File: config.mk
export PLATFORM = sky130hd
export DESIGN_NAME = whizgraphics_oam_scan
export DESIGN_NICKNAME = d
export VERILOG_FILES = /design/src/rtl/video_types_pkg.sv /design/src/rtl/whizgraphics_sprite_sort_list.sv /design/src/rtl/whizgraphics_oam_scan.sv
export SDC_FILE = /design/constraint.sdc
export NUM_CORES = 1
export LEC_CHECK = 0
export BUFFER_PORTS_ARGS = -buffer_cell sky130_fd_sc_hd__clkbuf_2
export CORE_MARGIN = 2
export CORE_UTILIZATION = 30
export DETAILED_ROUTE_END_ITERATION = 8
export GPL_TIMING_DRIVEN = 0
export SLEW_MARGIN = 20
export SYNTH_ARGS = -nofsm -noshare
export SYNTH_HDL_FRONTEND = slang
export SYNTH_SLANG_ARGS = --single-unit
File: constraint.sdc
create_clock -name clk -period 8.2 [get_ports clk]
set_input_delay 1.64 -clock clk [delete_from_list [all_inputs] [get_ports clk]]
set_output_delay 1.64 -clock clk [all_outputs]
set_load 0.1 [all_outputs]
File: src/rtl/video_types_pkg.sv
// Shared video constants and types for the whizgraphics sprite pipeline.
// Holds the OAM scan sizing, object geometry constants, the selected-slot
// payload and the OAM scan state encoding.
package video_types;

    localparam int unsigned NUM_OBJECTS  = 40;
    localparam int unsigned MAX_PER_LINE = 10;
    localparam int unsigned IDX_W        = $clog2(NUM_OBJECTS);
    localparam int unsigned CNT_W        = $clog2(MAX_PER_LINE + 1);

    localparam int unsigned OBJ_Y_OFFSET = 16;
    localparam int unsigned OBJ_H_SHORT  = 8;
    localparam int unsigned OBJ_H_TALL   = 16;

    typedef struct packed {
        logic [IDX_W-1:0] index;
        logic [7:0]       x;
    } obj_slot_t;

    typedef enum logic [1:0] {
        ST_IDLE = 2'd0,
        ST_SCAN = 2'd1,
        ST_DONE = 2'd2
    } scan_state_t;

endpackage

File: src/rtl/whizgraphics_sprite_sort_list.sv
// X-sorted list of selected sprites for one scanline.
// Ports:
//   clk, reset_n       clock, async active-low reset
//   clear              empty the list and drop the overflow flag
//   insert_en          new_slot is a hit to be inserted this cycle
//   new_slot           OAM index + X of the hit
//   count              number of valid slots
//   overflow           a hit arrived while the list was full
//   sel_index, sel_x   flattened slot contents, slot 0 lowest X
module whizgraphics_sprite_sort_list
    import video_types::*;
(
    input  logic                          clk,
    input  logic                          reset_n,
    input  logic                          clear,
    input  logic                          insert_en,
    input  obj_slot_t                     new_slot,
    output logic [CNT_W-1:0]              count,
    output logic                          overflow,
    output logic [MAX_PER_LINE*IDX_W-1:0] sel_index,
    output logic [MAX_PER_LINE*8-1:0]     sel_x
);

    obj_slot_t               slots_q [MAX_PER_LINE];
    obj_slot_t               slots_d [MAX_PER_LINE];
    logic [CNT_W-1:0]        count_q;
    logic                    overflow_q;
    logic                    full;
    logic [MAX_PER_LINE-1:0] keep;
    logic [MAX_PER_LINE-1:0] prev_keep;

    // Parallel insert: valid slots with x <= new x stay put (this keeps equal-X
    // entries in OAM order); the first slot past them takes the new entry and
    // every later valid slot moves up one position.
    always_comb begin
        full = (count_q == CNT_W'(MAX_PER_LINE));
        for (int i = 0; i < MAX_PER_LINE; i++) begin
            keep[i] = (CNT_W'(i) < count_q) && (slots_q[i].x <= new_slot.x);
        end
        prev_keep = {keep[MAX_PER_LINE-2:0], 1'b1};
        for (int i = 0; i < MAX_PER_LINE; i++) begin
            slots_d[i] = slots_q[i];
            if (!keep[i] && (CNT_W'(i) <= count_q)) begin
                slots_d[i] = prev_keep[i] ? new_slot : slots_q[(i > 0) ? i - 1 : 0];
            end
        end
    end

    // Slot, count and sticky overflow registers
    always_ff @(posedge clk or negedge reset_n) begin
        if (!reset_n) begin
            count_q    <= '0;
            overflow_q <= 1'b0;
            for (int i = 0; i < MAX_PER_LINE; i++) slots_q[i] <= '0;
        end else if (clear) begin
            count_q    <= '0;
            overflow_q <= 1'b0;
            for (int i = 0; i < MAX_PER_LINE; i++) slots_q[i] <= '0;
        end else if (insert_en) begin
            if (full) begin
                overflow_q <= 1'b1;
            end else begin
                count_q <= count_q + CNT_W'(1);
                for (int i = 0; i < MAX_PER_LINE; i++) slots_q[i] <= slots_d[i];
            end
        end
    end

    // Flatten slot registers onto the output buses
    always_comb begin
        sel_index = '0;
        sel_x     = '0;
        for (int i = 0; i < MAX_PER_LINE; i++) begin
            sel_index[i*IDX_W +: IDX_W] = slots_q[i].index;
            sel_x[i*8 +: 8]             = slots_q[i].x;
        end
    end

    assign count    = count_q;
    assign overflow = overflow_q;

endmodule

File: src/rtl/whizgraphics_oam_scan.sv
// Per-scanline OAM search: walks every OAM entry after a start pulse, keeps
// up to MAX_PER_LINE sprites overlapping the requested line, sorted by X.
// Ports:
//   clk, reset_n         clock, async active-low reset
//   start, line, tall    scan request (line/tall latched when accepted)
//   oam_rd_en, oam_addr  OAM read port, data returns one cycle later
//   oam_y, oam_x         entry Y/X bytes
//   busy, done           scan in progress / one-cycle results-valid pulse
//   count, overflow      selected sprite count / more hits than slots
//   sel_index, sel_x     selected OAM indices and X bytes, slot 0 first
module whizgraphics_oam_scan
    import video_types::*;
(
    input  logic                          clk,
    input  logic                          reset_n,
    input  logic                          start,
    input  logic [7:0]                    line,
    input  logic                          tall_mode,
    output logic                          oam_rd_en,
    output logic [IDX_W-1:0]              oam_addr,
    input  logic [7:0]                    oam_y,
    input  logic [7:0]                    oam_x,
    output logic                          busy,
    output logic                          done,
    output logic [CNT_W-1:0]              count,
    output logic                          overflow,
    output logic [MAX_PER_LINE*IDX_W-1:0] sel_index,
    output logic [MAX_PER_LINE*8-1:0]     sel_x
);

    scan_state_t      state_q, state_d;
    logic [IDX_W-1:0] addr_q, addr_d;
    logic             rd_en_q, rd_en_d;
    logic             busy_q, busy_d;
    logic             done_q, done_d;
    logic             accept;
    logic [7:0]       line_q;
    logic             tall_q;
    logic             eval_q;
    logic [IDX_W-1:0] eval_idx_q;
    logic [8:0]       line_top;
    logic [8:0]       y_end;
    logic             hit;
    obj_slot_t        hit_slot;

    // State register and registered outputs
    always_ff @(posedge clk or negedge reset_n) begin
        if (!reset_n) begin
            state_q <= ST_IDLE;
            addr_q  <= '0;
            rd_en_q <= 1'b0;
            busy_q  <= 1'b0;
            done_q  <= 1'b0;
        end else begin
            state_q <= state_d;
            addr_q  <= addr_d;
            rd_en_q <= rd_en_d;
            busy_q  <= busy_d;
            done_q  <= done_d;
        end
    end

    // Next-state and output logic
    always_comb begin
        state_d = state_q;
        addr_d  = addr_q;
        rd_en_d = 1'b0;
        busy_d  = busy_q;
        done_d  = 1'b0;
        accept  = 1'b0;
        unique case (state_q)
            ST_IDLE: begin
                if (start) begin
                    accept  = 1'b1;
                    state_d = ST_SCAN;
                    addr_d  = '0;
                    rd_en_d = 1'b1;
                    busy_d  = 1'b1;
                end
            end
            ST_SCAN: begin
                if (rd_en_q) begin
                    // Keep reading until the last entry has been issued
                    if (addr_q != IDX_W'(NUM_OBJECTS - 1)) begin
                        addr_d  = addr_q + IDX_W'(1);
                        rd_en_d = 1'b1;
                    end
                end else begin
                    // Last entry is being evaluated this cycle
                    state_d = ST_DONE;
                    done_d  = 1'b1;
                end
            end
            ST_DONE: begin
                state_d = ST_IDLE;
                busy_d  = 1'b0;
            end
            default: begin
                state_d = ST_IDLE;
                busy_d  = 1'b0;
            end
        endcase
    end

    // Scan parameters and the read-data alignment stage
    always_ff @(posedge clk or negedge reset_n) begin
        if (!reset_n) begin
            line_q     <= '0;
            tall_q     <= 1'b0;
            eval_q     <= 1'b0;
            eval_idx_q <= '0;
        end else begin
            if (accept) begin
                line_q <= line;
                tall_q <= tall_mode;
            end
            eval_q     <= rd_en_q;
            eval_idx_q <= addr_q;
        end
    end

    // Vertical overlap test; 9 bits so Y+height never wraps
    always_comb begin
        line_top       = 9'(line_q) + 9'(OBJ_Y_OFFSET);
        y_end          = 9'(oam_y) + (tall_q ? 9'(OBJ_H_TALL) : 9'(OBJ_H_SHORT));
        hit            = eval_q && (line_top >= 9'(oam_y)) && (line_top < y_end);
        hit_slot.index = eval_idx_q;
        hit_slot.x     = oam_x;
    end

    whizgraphics_sprite_sort_list u_sort_list (
        .clk       (clk),
        .reset_n   (reset_n),
        .clear     (accept),
        .insert_en (hit),
        .new_slot  (hit_slot),
        .count     (count),
        .overflow  (overflow),
        .sel_index (sel_index),
        .sel_x     (sel_x)
    );

    assign oam_rd_en = rd_en_q;
    assign oam_addr  = addr_q;
    assign busy      = busy_q;
    assign done      = done_q;

endmodule

# Word-level counts from Yosys, hierarchy flattened
# Cells that the tools add are included.
# word_totals
wordCells	182
output_inout_bits	154
reg_bits	172
# classes
reduce_logical	61
order_cmp	32
n_eq_ne	8
add_sub_neg	4
n_mux	45
bitwise_logic	1
# ops
op	count
140-bit 2-to-1 mux	3
14-bit 2-to-1 mux	19
8-bit less-or-equal comparator	10
3-bit AND reduction	10
2-bit nonzero test	13
1-bit logical AND	22
6-bit 2-to-1 mux	3
3-bit by 4-bit less-or-equal comparator with 1-bit output (first input constant)	4
3-bit by 4-bit < comparator with 1-bit output (first input constant)	4
4-bit 2-to-1 mux	3
6-bit case mux with 2 select lines	1
1-bit logical NOT	10
1-bit 2-to-1 mux	10
2-bit != test (second input constant)	5
8-bit by 5-bit adder with 9-bit output	1
8-bit by 5-bit adder with 9-bit output (second input constant)	1
9-bit by 8-bit >= comparator with 1-bit output	1
9-bit < comparator	1
1-bit by 4-bit less-or-equal comparator with 1-bit output (first input constant)	2
2-bit by 4-bit less-or-equal comparator with 1-bit output (first input constant)	2
4-bit less-or-equal comparator (first input constant)	2
1-bit by 4-bit < comparator with 1-bit output (first input constant)	2
2-bit by 4-bit < comparator with 1-bit output (first input constant)	2
4-bit < comparator (first input constant)	2
other kinds (13)	18

# Logic depth before layout (Yosys ltp)
# Gate-level depths: netlist (run 1).
# depth
depth_word	8
depth_mapped	14
ltp_nobuf	12

# Modules after synthesis
# From an unflattened synthesis (run 1), not the netlist that was laid out.
# hier_totals
cells_unflattened	1028
area_unflattened_um2	10567.6
# by_module_without_submodules
module	cells_each	area_each_um2	n_inst
whizgraphics_sprite_sort_list	887	9068.7	1
whizgraphics_oam_scan	141	1498.9	1

# Worst setup path before layout (run 1)
# OpenSTA, ideal clock, no wires.
# synth_path
path_kind	input-to-reg
startpoint	input port oam_y[3]
endpoint	register, netlist name u_sort_list.sel_x[17]
required_time_ps	8123
setup_slack_ps	3850
cell_stages	13
setup_time_ps	77
arrival_ps	4273
path_buffers	2
cell_sequence	ha_1 > inv_1 > fa_1 > xor2_1 > ha_1 > o21a_1 > o211ai_1 > a31oi_1 > a211o_1 > or4_1 > clkbuf_1 > buf_6 > o2bb2ai_2
# synth_via
elab_chain_len	5
word_cells_on_any_way	7
classes_between	add/sub (1); order compare (2); reduce/logical (4)
# synth_lines
element	line	source
from (decl)	whizgraphics_oam_scan.sv:21	input logic [7:0] oam_y,
8-bit by 5-bit adder with 9-bit output or 9-bit by 8-bit >= comparator with 1-bit output (tied branches)	whizgraphics_oam_scan.sv:125, whizgraphics_oam_scan.sv:126	
9-bit < comparator or 1-bit logical AND (tied branches)	whizgraphics_oam_scan.sv:126	hit = eval_q && (line_top >= 9'(oam_y)) && (line_top < y_end);
1-bit logical AND *	whizgraphics_oam_scan.sv:126	
2-bit nonzero test (no line) *	n/a	
3-bit AND reduction (no line) *	n/a	
# Mark *: on every way between the ends. The rest lies on a longest branch, timed or not.
# A chain may end at the register's enable or synchronous reset.

# Worst setup path after layout (run 1)
# layout_path
startpoint	input port oam_x[1]
endpoint	register, netlist name u_sort_list.sel_index[29]
# layout_via
elab_chain_len	7
word_cells_on_any_way	13
classes_between	order compare (2); mux (5); reduce/logical (6)
# layout_lines
element	line	source
from (decl)	whizgraphics_oam_scan.sv:22	input logic [7:0] oam_x,
8-bit less-or-equal comparator	whizgraphics_sprite_sort_list.sv:38	keep[i] = (CNT_W'(i) < count_q) && (slots_q[i].x <= new_slot.x);
1-bit logical AND	whizgraphics_sprite_sort_list.sv:38	
14-bit 2-to-1 mux	whizgraphics_sprite_sort_list.sv:44	slots_d[i] = prev_keep[i] ? new_slot : slots_q[(i > 0) ? i - 1 : 0];
14-bit 2-to-1 mux	whizgraphics_sprite_sort_list.sv:43	if (!keep[i] && (CNT_W'(i) <= count_q)) begin
140-bit 2-to-1 mux	whizgraphics_sprite_sort_list.sv:60	if (full) begin
140-bit 2-to-1 mux	whizgraphics_sprite_sort_list.sv:59	end else if (insert_en) begin
140-bit 2-to-1 mux	whizgraphics_sprite_sort_list.sv:55	end else if (clear) begin
# Several ways; a longest one is shown, not always the timed one. The select of a mux whose other input is x is not followed.

==> results of run 1 <==
cell type report:
class                   count  area, um^2
repair buffers            183         970
multi-input cells         930        6770
clock buffers              18         439
flip-flops and latches    172        4300
inverters                  42         158
plain buffers             104         434
fillers                  4074       24700
well taps                 518         648
clock inverters            14         111
placed cells by master, fill, tap and decap left out, types with 16 or more instances in the layout:
master     instances
inv_1             42
clkbuf_2         180
o21ai_0           49
clkbuf_1          70
nor2_1            35
clkbuf_16         17
buf_2             20
nand3_1           52
a21oi_1          120
o221ai_1          28
mux2i_1          142
dfrtp_1          172
nand2_1          159
nand4_1           16
o2bb2ai_1         19
a211oi_1          65
ha_1             101
cells by family (layout without fill, tap and decap cells):
group | count (synthesis) | after routing | share of synthesized area (%)
adder cells (fa/ha/maj) | 102 | 102 | 11.0
XOR/XNOR | 9 | 9 | 0.675
buffers and inverters | 146 | 361 | 5.07
AND/OR/NAND/NOR | 310 | 310 | 12.2
multiplexers | 157 | 157 | 13.6
flip-flops | 172 | 172 | 36.9
AO/OA/AOI/OAI | 352 | 352 | 20.5
cell usage after synthesis (7+ instances only):
library cell	instances	share of area, %
a211oi_1	65	4.2
a21o_1	9	0.58
a21oi_1	120	5.1
a311oi_1	14	1.1
and3_1	7	0.38
buf_1	10	0.32
buf_2	20	0.86
clkbuf_1	70	2.3
dfrtp_1	172	37
ha_1	101	11
inv_1	42	1.4
mux2_2	15	1.4
mux2i_1	142	12
nand2_1	159	5.1
nand3_1	52	2.2
nand4_1	16	0.86
nor2_1	35	1.1
nor2b_1	11	0.59
o21a_1	8	0.51
o21ai_0	49	2.1
o221ai_1	28	2.1
o2bb2ai_1	19	1.4
o2bb2ai_2	10	1.3
metal layers:
layer | up-vias | share of wire, %
met5 | - | 0
met4 | 0 | 3.3
met3 | 69 | 6.9
met2 | 389 | 45
met1 | 5395 | 44
li1 | 5026 | -
how the worst max path moves through the flow:
| stage | startpoint | end | slack (ps) |
|---|---|---|---|
| finish | oam_x[1] | u_sort_list.sel_index[29]$_DFFE_PN0P_ | 2630 |
| global route | oam_x[1] | u_sort_list.sel_x[35]$_DFFE_PN0P_ | 2470 |
| CTS | oam_x[1] | u_sort_list.sel_index[29]$_DFFE_PN0P_ | 2790 |
| detailed placement | oam_x[1] | u_sort_list.sel_index[29]$_DFFE_PN0P_ | 2330 |
| global placement | reset_n | u_sort_list.sel_x[50]$_DFFE_PN0P_ | 2100 |
| floorplan | oam_y[3] | u_sort_list.sel_x[17]$_DFFE_PN0P_ | 3850 |
sequential cells by signal, indices dropped and copies added, names as in the netlist:
signal	cells
u_sort_list.sel_index	60
oam_rd_en	1
eval_q	1
done	1
u_sort_list.overflow	1
u_sort_list.count	4
tall_q	1
busy	1
oam_addr	6
eval_idx_q	6
state_q	2
u_sort_list.sel_x	80
line_q	8
through the flow:
stage	cells	cell area (um^2)	util, %	hold WS, ps
floorplan	1248	11700	-	444
global placement	1947	13200	34.3	454
detailed placement	1949	13300	34.5	467
CTS	1981	13800	35.9	485
global route	1981	13800	35.9	490
finish	1981	13800	35.9	479
worst register-to-register path, cell delays in order, from the launching register on:
cell and delay, ps:
dfrtp_1 390, inv_1 120, ha_1 180, inv_1 50, fa_1 410, nor3_1 200, xnor2_1 100, ha_1 180
a211oi_1 350, nand2_1 190, a211oi_2 830, clkbuf_1 640, a21oi_1 150, a311oi_1 320
power by group through the flow:
stage | Sequential, mW | Clock, mW | Combinational, mW
finish | 1.04 | 0.793 | 1.49
CTS | 1.04 | 0.803 | 1.48
detailed placement | 1.05 | 0 | 1.47
global placement | 1.05 | 0 | 1.44
floorplan | 1.41 | 0 | 0.706
global route | 1.05 | 0.834 | 1.59
==> flow_summary.toml, run 1 <==
[setup_path]
cp-start-kind = "input port"
cp_max_fo = 10
slowest_delay_ps = 730
path_cells = "clkbuf_2, clkbuf_1, inv_1, ha_1, nor2b_1, o211ai_1, a21oi_1, o2bb2ai_1, and2_0, clkbuf_1, clkbuf_1, a211oi_1"
cp_slowest_cell = "clkbuf_1"
crit_arrival_ps = 5860
worstPathRequired_ps = 8490
cp_common_cell = "clkbuf_1"
r2r_end = "u_sort_list.sel_x[76]$_DFFE_PN0P_"
rr_startpoint = "tall_q$_DFFE_PN0P_"
critPathCaptureType = "flop"
crit_buf_inv = 5
r2r_cells = 13
crit_family = "buffers and inverters"
rrSetupSlack_ps = 3990
path_depth = 12
crit_type = "in2reg"

[job]
drv_cap = 0

[clocking]
cts.sinks = 172
ctsHoldBuffers = 0
clockBufferDepth = 2
cts-root-buf = "clkbuf_16"
clkLatencyLatePin_ps = 450
cts_tree = "done"
cts_made_buffers = 17
cts_resized = 0
htree_num_levels = 4
path_clk_slew_ps = 70
cts_setup_buffers = 0

[power]
power.internal_mw = 1.70
combPwrFrac_pct = 44.8
swShare_pct = 48.7
p_total_mw = 3.32
p_sw_mw = 1.61
p_seq_share_pct = 31.3
leakage_nw = 6.17
power.density_nw_per_um2 = 240
pwr-share-clk_pct = 23.9
ir_drop_uv = 151

[detailed_routing]
dr.first_iter.drc_count = 927
ant_nets = 0
wl_per_cell_um = 22.7
drc_errors = 0
avgViaCountPerCell = 5.49
dr.pass1.iters = 5
via_count = 10879
routed_wl_mm = 44.9

[min_path]
min_from = "oam_addr[5]$_DFFE_PN0P_"
hold_class = "reg2reg"
hold_path_depth = 0
min_to = "eval_idx_q[5]$_DFF_PN0_"

[placement]
gp_congestion = 0.902
post-place-ws_ps = 2330
hpwlAfterDp_mm = 33.7
io_buffers = 181

[cells_and_area]
drive_gt1_share_pct = 18.6
areaGrowthSynthToFinish_pct = 18.6
layout.nets = 1580
diodes = 0

[logic_synthesis]
yosysUniqueCellTypes = 56
syn_avg_cell_area_um2 = 9.35
syn_nets = 1378
synthArstFlopShare_pct = 100
ys_ff_latch = 172
synth_flop_cell = "dfrtp_1"
synth_edf_count = 0
synthesis.area_um2 = 11700
ys_warn_count = 0
seq_area_frac_synth_pct = 36.9
syn_inst = 1248

[sta]
fin_crit_sh_pct = 67.9
grt_setup_unrepaired = "no"
relSlewSlack_pct = 31.1
tightest_slew_ps = 1030
finalCriticalPeriod_ps = 5570
maxSlewViolCount = 0
timing.fmax_mhz = 180
finalHoldViolCount = 0
fin_setup_tns_ps = 0
fin_skew_ps = 11.4
setup_slack_ps = 2630
setup_viol_count_final = 0

[grt]
overflow = 0
grt_max_degree = 88
use_met2_pct = 34.3
antenna_found_initial = 0
grt_pass1_wl_mm = 67.9
use_met3_pct = 4.62
grt-busiest-layer = "met2"
grt_pass1_vias = 10697
track_usage_pct = 21.9
use_met1_pct = 29.9

[die]
rows = 72
initial_core_util_pct = 30.3
die-area_um2 = 40500
core-area_um2 = 38600
io_pins = 182
die_h_um = 201
die_w_um = 201

[run_status]
outcome = "completed"
(Power assumes the default switching activity.)
==> run 2, diff against run 1 <==
--- a/config.mk
+++ b/config.mk
@@ -5,6 +5,7 @@
 export SDC_FILE = /design/constraint.sdc
 export NUM_CORES = 1
 export LEC_CHECK = 0
+export ABC_AREA = 1
 export BUFFER_PORTS_ARGS = -buffer_cell sky130_fd_sc_hd__clkbuf_2
 export CORE_MARGIN = 2
 export CORE_UTILIZATION = 30
==> constraint.sdc (replaced) <==
create_clock -name clk -period 5.51 [get_ports clk]
set_input_delay 1.102 -clock clk [delete_from_list [all_inputs] [get_ports clk]]
set_output_delay 1.102 -clock clk [all_outputs]
set_load 0.1 [all_outputs]
==> flow_summary.toml, run 2 <==
[run_status]
outcome = "completed"

[logic_synthesis]
synth_common_cells = "767 x nand2_1, 179 x nor2_1, 172 x dfrtp_1"
yosysUniqueCellTypes = 35
ys_ff_latch = 172
ys_warn_count = 0
yosysMostFrequentCell = "nand2_1"
synth_flop_cell = "dfrtp_1"
synth_edf_count = 0
synthTopCellsByArea = "dfrtp_1 36%, nand2_1 24%, ha_1 11%, nor2_1 5.6%, inv_1 4.7%"
yosys.area.top_type = "dfrtp_1"
synthesis.area_um2 = 11900
syn_avg_cell_area_um2 = 6.84
synthArstFlopShare_pct = 100
syn_nets = 1873
syn_inst = 1743
seq_area_frac_synth_pct = 36.1
synth_top_area_share_pct = 36.1

[detailed_routing]
avgViaCountPerCell = 4.71
wl_per_cell_um = 17.0
dr.first_iter.drc_count = 792
routed_wl_mm = 42.3
ant_nets = 0
drc_errors = 0
dr.pass1.iters = 5
via_count = 11689

[clocking]
clkLatencyLatePin_ps = 450
path_clk_slew_ps = 80
htree_num_levels = 4
cts_resized = 0
ctsHoldBuffers = 0
clockBufferDepth = 2
cts.sinks = 172
cts_tree = "done"
cts-root-buf = "clkbuf_16"
cts_setup_buffers = 0
cts_made_buffers = 17

[setup_path]
worstPathRequired_ps = 5900
cp_slowest_cell = "clkbuf_1"
crit_family = "buffers and inverters"
crit_arrival_ps = 4730
critPathCaptureType = "flop"
rr_startpoint = "tall_q$_DFFE_PN0P_"
cp_max_fo = 10
crit_buf_inv = 5
cp-start-kind = "input port"
crit_type = "in2reg"
rrSetupSlack_ps = 2230
slowest_delay_ps = 870
cp_common_cell = "nand2_1"
r2r_end = "u_sort_list.sel_index[22]$_DFFE_PN0P_"
path_cells = "clkbuf_2, clkbuf_1, inv_1, ha_1, nand2_1, inv_1, nand2_1, nand2_1, nand2_1, nand2_1, nand2_1, clkbuf_1, nand3_1, a21oi_1, nand2_1, nand2_1"
r2r_cells = 19

[die]
die_w_um = 203
io_pins = 182
die-area_um2 = 41300
die_h_um = 203
core-area_um2 = 39500
rows = 73
initial_core_util_pct = 30.2

[cells_and_area]
layout.nets = 2075
layout_common_cells = "767 x nand2_1, 180 x clkbuf_2, 179 x nor2_1"
layout_commonest_cell = "nand2_1"
drive_gt1_share_pct = 15.1
largest_reg_flops = 80
fin_util_pct = 35.8
diodes = 0
areaGrowthSynthToFinish_pct = 18.5

[min_path]
hold_class = "reg2reg"
min_to = "eval_idx_q[4]$_DFF_PN0_"
hold_path_depth = 0
min_from = "oam_addr[4]$_DFFE_PN0P_"

[grt]
grt_pass1_vias = 11505
track_usage_pct = 20.9
overflow = 0
antenna_found_initial = 0
grt_max_degree = 81
grt_pass1_wl_mm = 65.9

[placement]
io_buffers = 181
hpwlAfterDp_mm = 31.6
gp_congestion = 0.839

[sta]
grt_setup_unrepaired = "no"
timing.fmax_mhz = 231
fin_skew_ps = 10.7
maxSlewViolCount = 0
finalCriticalPeriod_ps = 4340
tightest_slew_ps = 1240
setup_viol_count_final = 0
fin_crit_sh_pct = 78.7
relSlewSlack_pct = 17.3
fin_setup_tns_ps = 0
finalHoldViolCount = 0

[job]
drv_cap = 0
[run 2: cell count changes after synthesis, sizes merged, moves of 32 or more]
cell	change
nand3	+67
mux2i	-142
o21ai	-32
inv	+113
nand2	+613
clkbuf	-39
nor2	+154
a211oi	-67
[run 2: through the flow]
step	instance area (um^2)	instances	hold slack, ps	worst slack (ps)
after floorplan	11900	1743	453	2010
after CTS	14100	2483	426	1290
final	14100	2483	414	1170
after detailed placement	13500	2451	407	814
after global placement	13500	2449	388	-48.2
after global routing	14100	2483	450	1000
[run 2: how the worst max path moves through the flow]
stage | startpoint | end | cells past startpoint
final | oam_x[2] | u_sort_list.sel_index[22]$_DFFE_PN0P_ | 16
after CTS | oam_x[1] | u_sort_list.sel_index[22]$_DFFE_PN0P_ | 16
after global routing | oam_x[2] | u_sort_list.sel_index[22]$_DFFE_PN0P_ | 16
after detailed placement | oam_x[1] | u_sort_list.sel_index[22]$_DFFE_PN0P_ | 16
after global placement | reset_n | line_q[0]$_DFFE_PN0P_ | 1
after floorplan | oam_y[3] | u_sort_list.sel_x[17]$_DFFE_PN0P_ | 18
[run 2: kinds of logic after synthesis]
group | synth area share, %
compound gates | 6.26
fa+ha+maj | 10.8
xor+xnor | 0.368
buf+inv | 8.79
flops | 36.1
simple gates | 37.7
[run 2: final cells by class]
| type | count | area (um^2) |
|---|---|---|
| clock buffer | 17 | 425 |
| sequential | 172 | 4300 |
| timing repair buffer | 183 | 970 |
| multi-input combinational | 1335 | 6560 |
| tap | 525 | 657 |
| inverter | 155 | 584 |
| fill | 4250 | 25300 |
| buffer | 81 | 463 |
| clock inverter | 15 | 155 |
[run 2: metal layers]
layer	part of all wire (%)	track usage [%]	wire length, um
met5	0	0	0
met4	3.3	7.79	1420
met3	6.1	4.38	2590
met2	47	34.9	19800
met1	44	26.6	18500
[run 2: worst reg2reg max path: cells and delay by family (launching register included)]
kind | cells | cell delay [ps]
buf+inv | 4 | 560
fa+ha+maj | 3 | 860
simple gates | 11 | 1290
flops | 1 | 390
xor+xnor | 1 | 100
Power of run 2 is not shown: default switching activity piles up to over one toggle a cycle in this logic, so the estimate is an artifact.
==> run 3, diff against run 2 <==
--- a/config.mk
+++ b/config.mk
@@ -5,7 +5,7 @@
 export SDC_FILE = /design/constraint.sdc
 export NUM_CORES = 1
 export LEC_CHECK = 0
-export ABC_AREA = 1
+export ABC_AREA = 0
 export BUFFER_PORTS_ARGS = -buffer_cell sky130_fd_sc_hd__clkbuf_2
 export CORE_MARGIN = 2
 export CORE_UTILIZATION = 30
==> constraint.sdc (replaced) <==
create_clock -name clk -period 4.1 [get_ports clk]
set_input_delay 0.82 -clock clk [delete_from_list [all_inputs] [get_ports clk]]
set_output_delay 0.82 -clock clk [all_outputs]
set_load 0.1 [all_outputs]
==> flow_summary.toml, run 3 (synthesis results as in run 1) <==
[run_status]
outcome = "completed"

[sta]
maxSlewViolCount = 0
setup_slack_ps = 116
timing.fmax_mhz = 251
relSlewSlack_pct = 34.6
fin_crit_sh_pct = 97.2
fin_skew_ps = 12.2
grt_setup_unrepaired = "yes"
finalCriticalPeriod_ps = 3980
tightest_slew_ps = 981
finalHoldViolCount = 0
setup_viol_count_final = 0

[clocking]
cts_tree = "done"
cts-root-buf = "clkbuf_16"
cts.sinks = 172
htree_num_levels = 4
ctsHoldBuffers = 0
clkLatencyLatePin_ps = 450
path_clk_slew_ps = 70
cts_made_buffers = 17
clockBufferDepth = 2

[grt]
grt_pass1_vias = 10705
grt_pass1_wl_mm = 67.7
grt_max_degree = 88
track_usage_pct = 21.9
overflow = 0
antenna_found_initial = 0

[power]
p_total_mw = 6.68
power.density_nw_per_um2 = 479
ir_drop_uv = 301
leakage_nw = 6.23

[setup_path]
crit_type = "in2reg"
cp_max_fo = 13
worstPathRequired_ps = 4430
cp-start-kind = "input port"
crit_family = "buffers and inverters"
startpoint = "oam_x[2]"
path_cells = "clkbuf_2, inv_1, ha_1, and4b_1, a211o_1, a211oi_1, o22ai_1, a21oi_1, buf_2, mux2_2"
cp_slowest_cell = "inv_1"
crit_buf_inv = 3
critPathCaptureType = "flop"
rr_startpoint = "tall_q$_DFFE_PN0P_"
crit_arrival_ps = 4310
slowest_delay_ps = 500

[placement]
hpwlAfterDp_mm = 33.7
post-place-ws_ps = -946
io_buffers = 181
gp_congestion = 0.902

[cells_and_area]
areaGrowthSynthToFinish_pct = 19.6
fillers = 4068
layout_common_cells = "187 x clkbuf_2, 172 x dfrtp_1, 159 x nand2_1"
seq_area_um2 = 4300
largest_reg_flops = 80
drive_gt1_share_pct = 20.0
layout_commonest_cell = "clkbuf_2"
layout.nets = 1589
diodes = 0
multi_input_area_um2 = 6800

[die]
io_pins = 182
die_w_um = 201
die_h_um = 201
core-area_um2 = 38600
die-area_um2 = 40500
rows = 72
initial_core_util_pct = 30.3

[min_path]
hold_class = "in2async"

[job]
drv_cap = 0

[detailed_routing]
dr.pass1.iters = 5
ant_nets = 0
avgViaCountPerCell = 5.50
via_count = 10940
drc_errors = 0
routed_wl_mm = 44.9
dr.first_iter.drc_count = 843
wl_per_cell_um = 22.5
[run 3: cell types whose count changed in the layout (fill, tap and decap cells not counted), sizes merged, moves of 27 or more]
cell | before | now
o221ai | 0 | 28
a211oi | 0 | 67
mux2i | 0 | 142
o21ai | 18 | 50
nand2 | 772 | 159
a21oi | 94 | 121
clkbuf | 229 | 267
o2bb2ai | 0 | 29
inv | 162 | 44
nand3 | 119 | 52
nor2 | 189 | 35
[run 3: where the power goes]
group	internal, mW	switching [mW]	total, mW
Combinational	0.755	2.26	3.02
Clock	0.804	0.786	1.59
Sequential	1.87	0.209	2.08
[run 3: cell type report]
cell class                      count  share of cell area (%)
Clock buffer                       18                    3.15
Sequential cell                   172                    30.8
Buffer                            102                    3.12
Timing Repair Buffer              194                    7.54
Multi-Input combinational cell    930                    48.7
Inverter                           42                    1.21
Clock inverter                     14                   0.798
Tap cell                          518                    4.64
[run 3: timing repair]
action,CTS,global route
endpoints found under the setup margin,94,42
buffers inserted,0,11
resized for setup,7,8
pin swaps,0,1
[run 3: worst paths after layout]
check	end	slack, ps	depth (start not counted)
max	u_sort_list.sel_x[56]$_DFFE_PN0P_	120	10
min in group clk	eval_idx_q[1]$_DFF_PN0_	480	0
min reg2reg	eval_idx_q[1]$_DFF_PN0_	480	0
min	line_q[4]$_DFFE_PN0P_	250	1
max reg2reg	u_sort_list.sel_x[76]$_DFFE_PN0P_	230	13
max in group asynchronous	u_sort_list.sel_x[40]$_DFFE_PN0P_	2780	3
[run 3: stage by stage]
stage	instance area [um^2]	instances	util [%]	hold WS [ps]	TNS, ps
floorplan	11700	1248	-	444	0
global placement	13200	1947	34.3	454	-271420
detailed placement	13300	1949	34.5	467	-76290
CTS	13800	1979	35.9	248	0
global route	14000	1990	36.2	250	-585
finish	14000	1990	36.2	247	0
[run 3: worst register-to-register path: cells and delay by family (launching register included)]
family	cells	cell delay [ps]
AOI/OAI and AO/OA	3	1090
buffers and inverters	4	920
adders and majority gates	3	770
and+or+nand+nor	2	440
DFF	1	390
xor gates and xnor gates	1	100
[run 3: metal layers]
| metal | track usage [%] | vias up | wire length [um] |
|---|---|---|---|
| li1 | - | 5046 | - |
| met1 | 29.9 | 5408 | 19900 |
| met2 | 34.0 | 416 | 20300 |
| met3 | 4.70 | 70 | 3150 |
| met4 | 8.22 | 0 | 1520 |
| met5 | 0 | - | 0 |
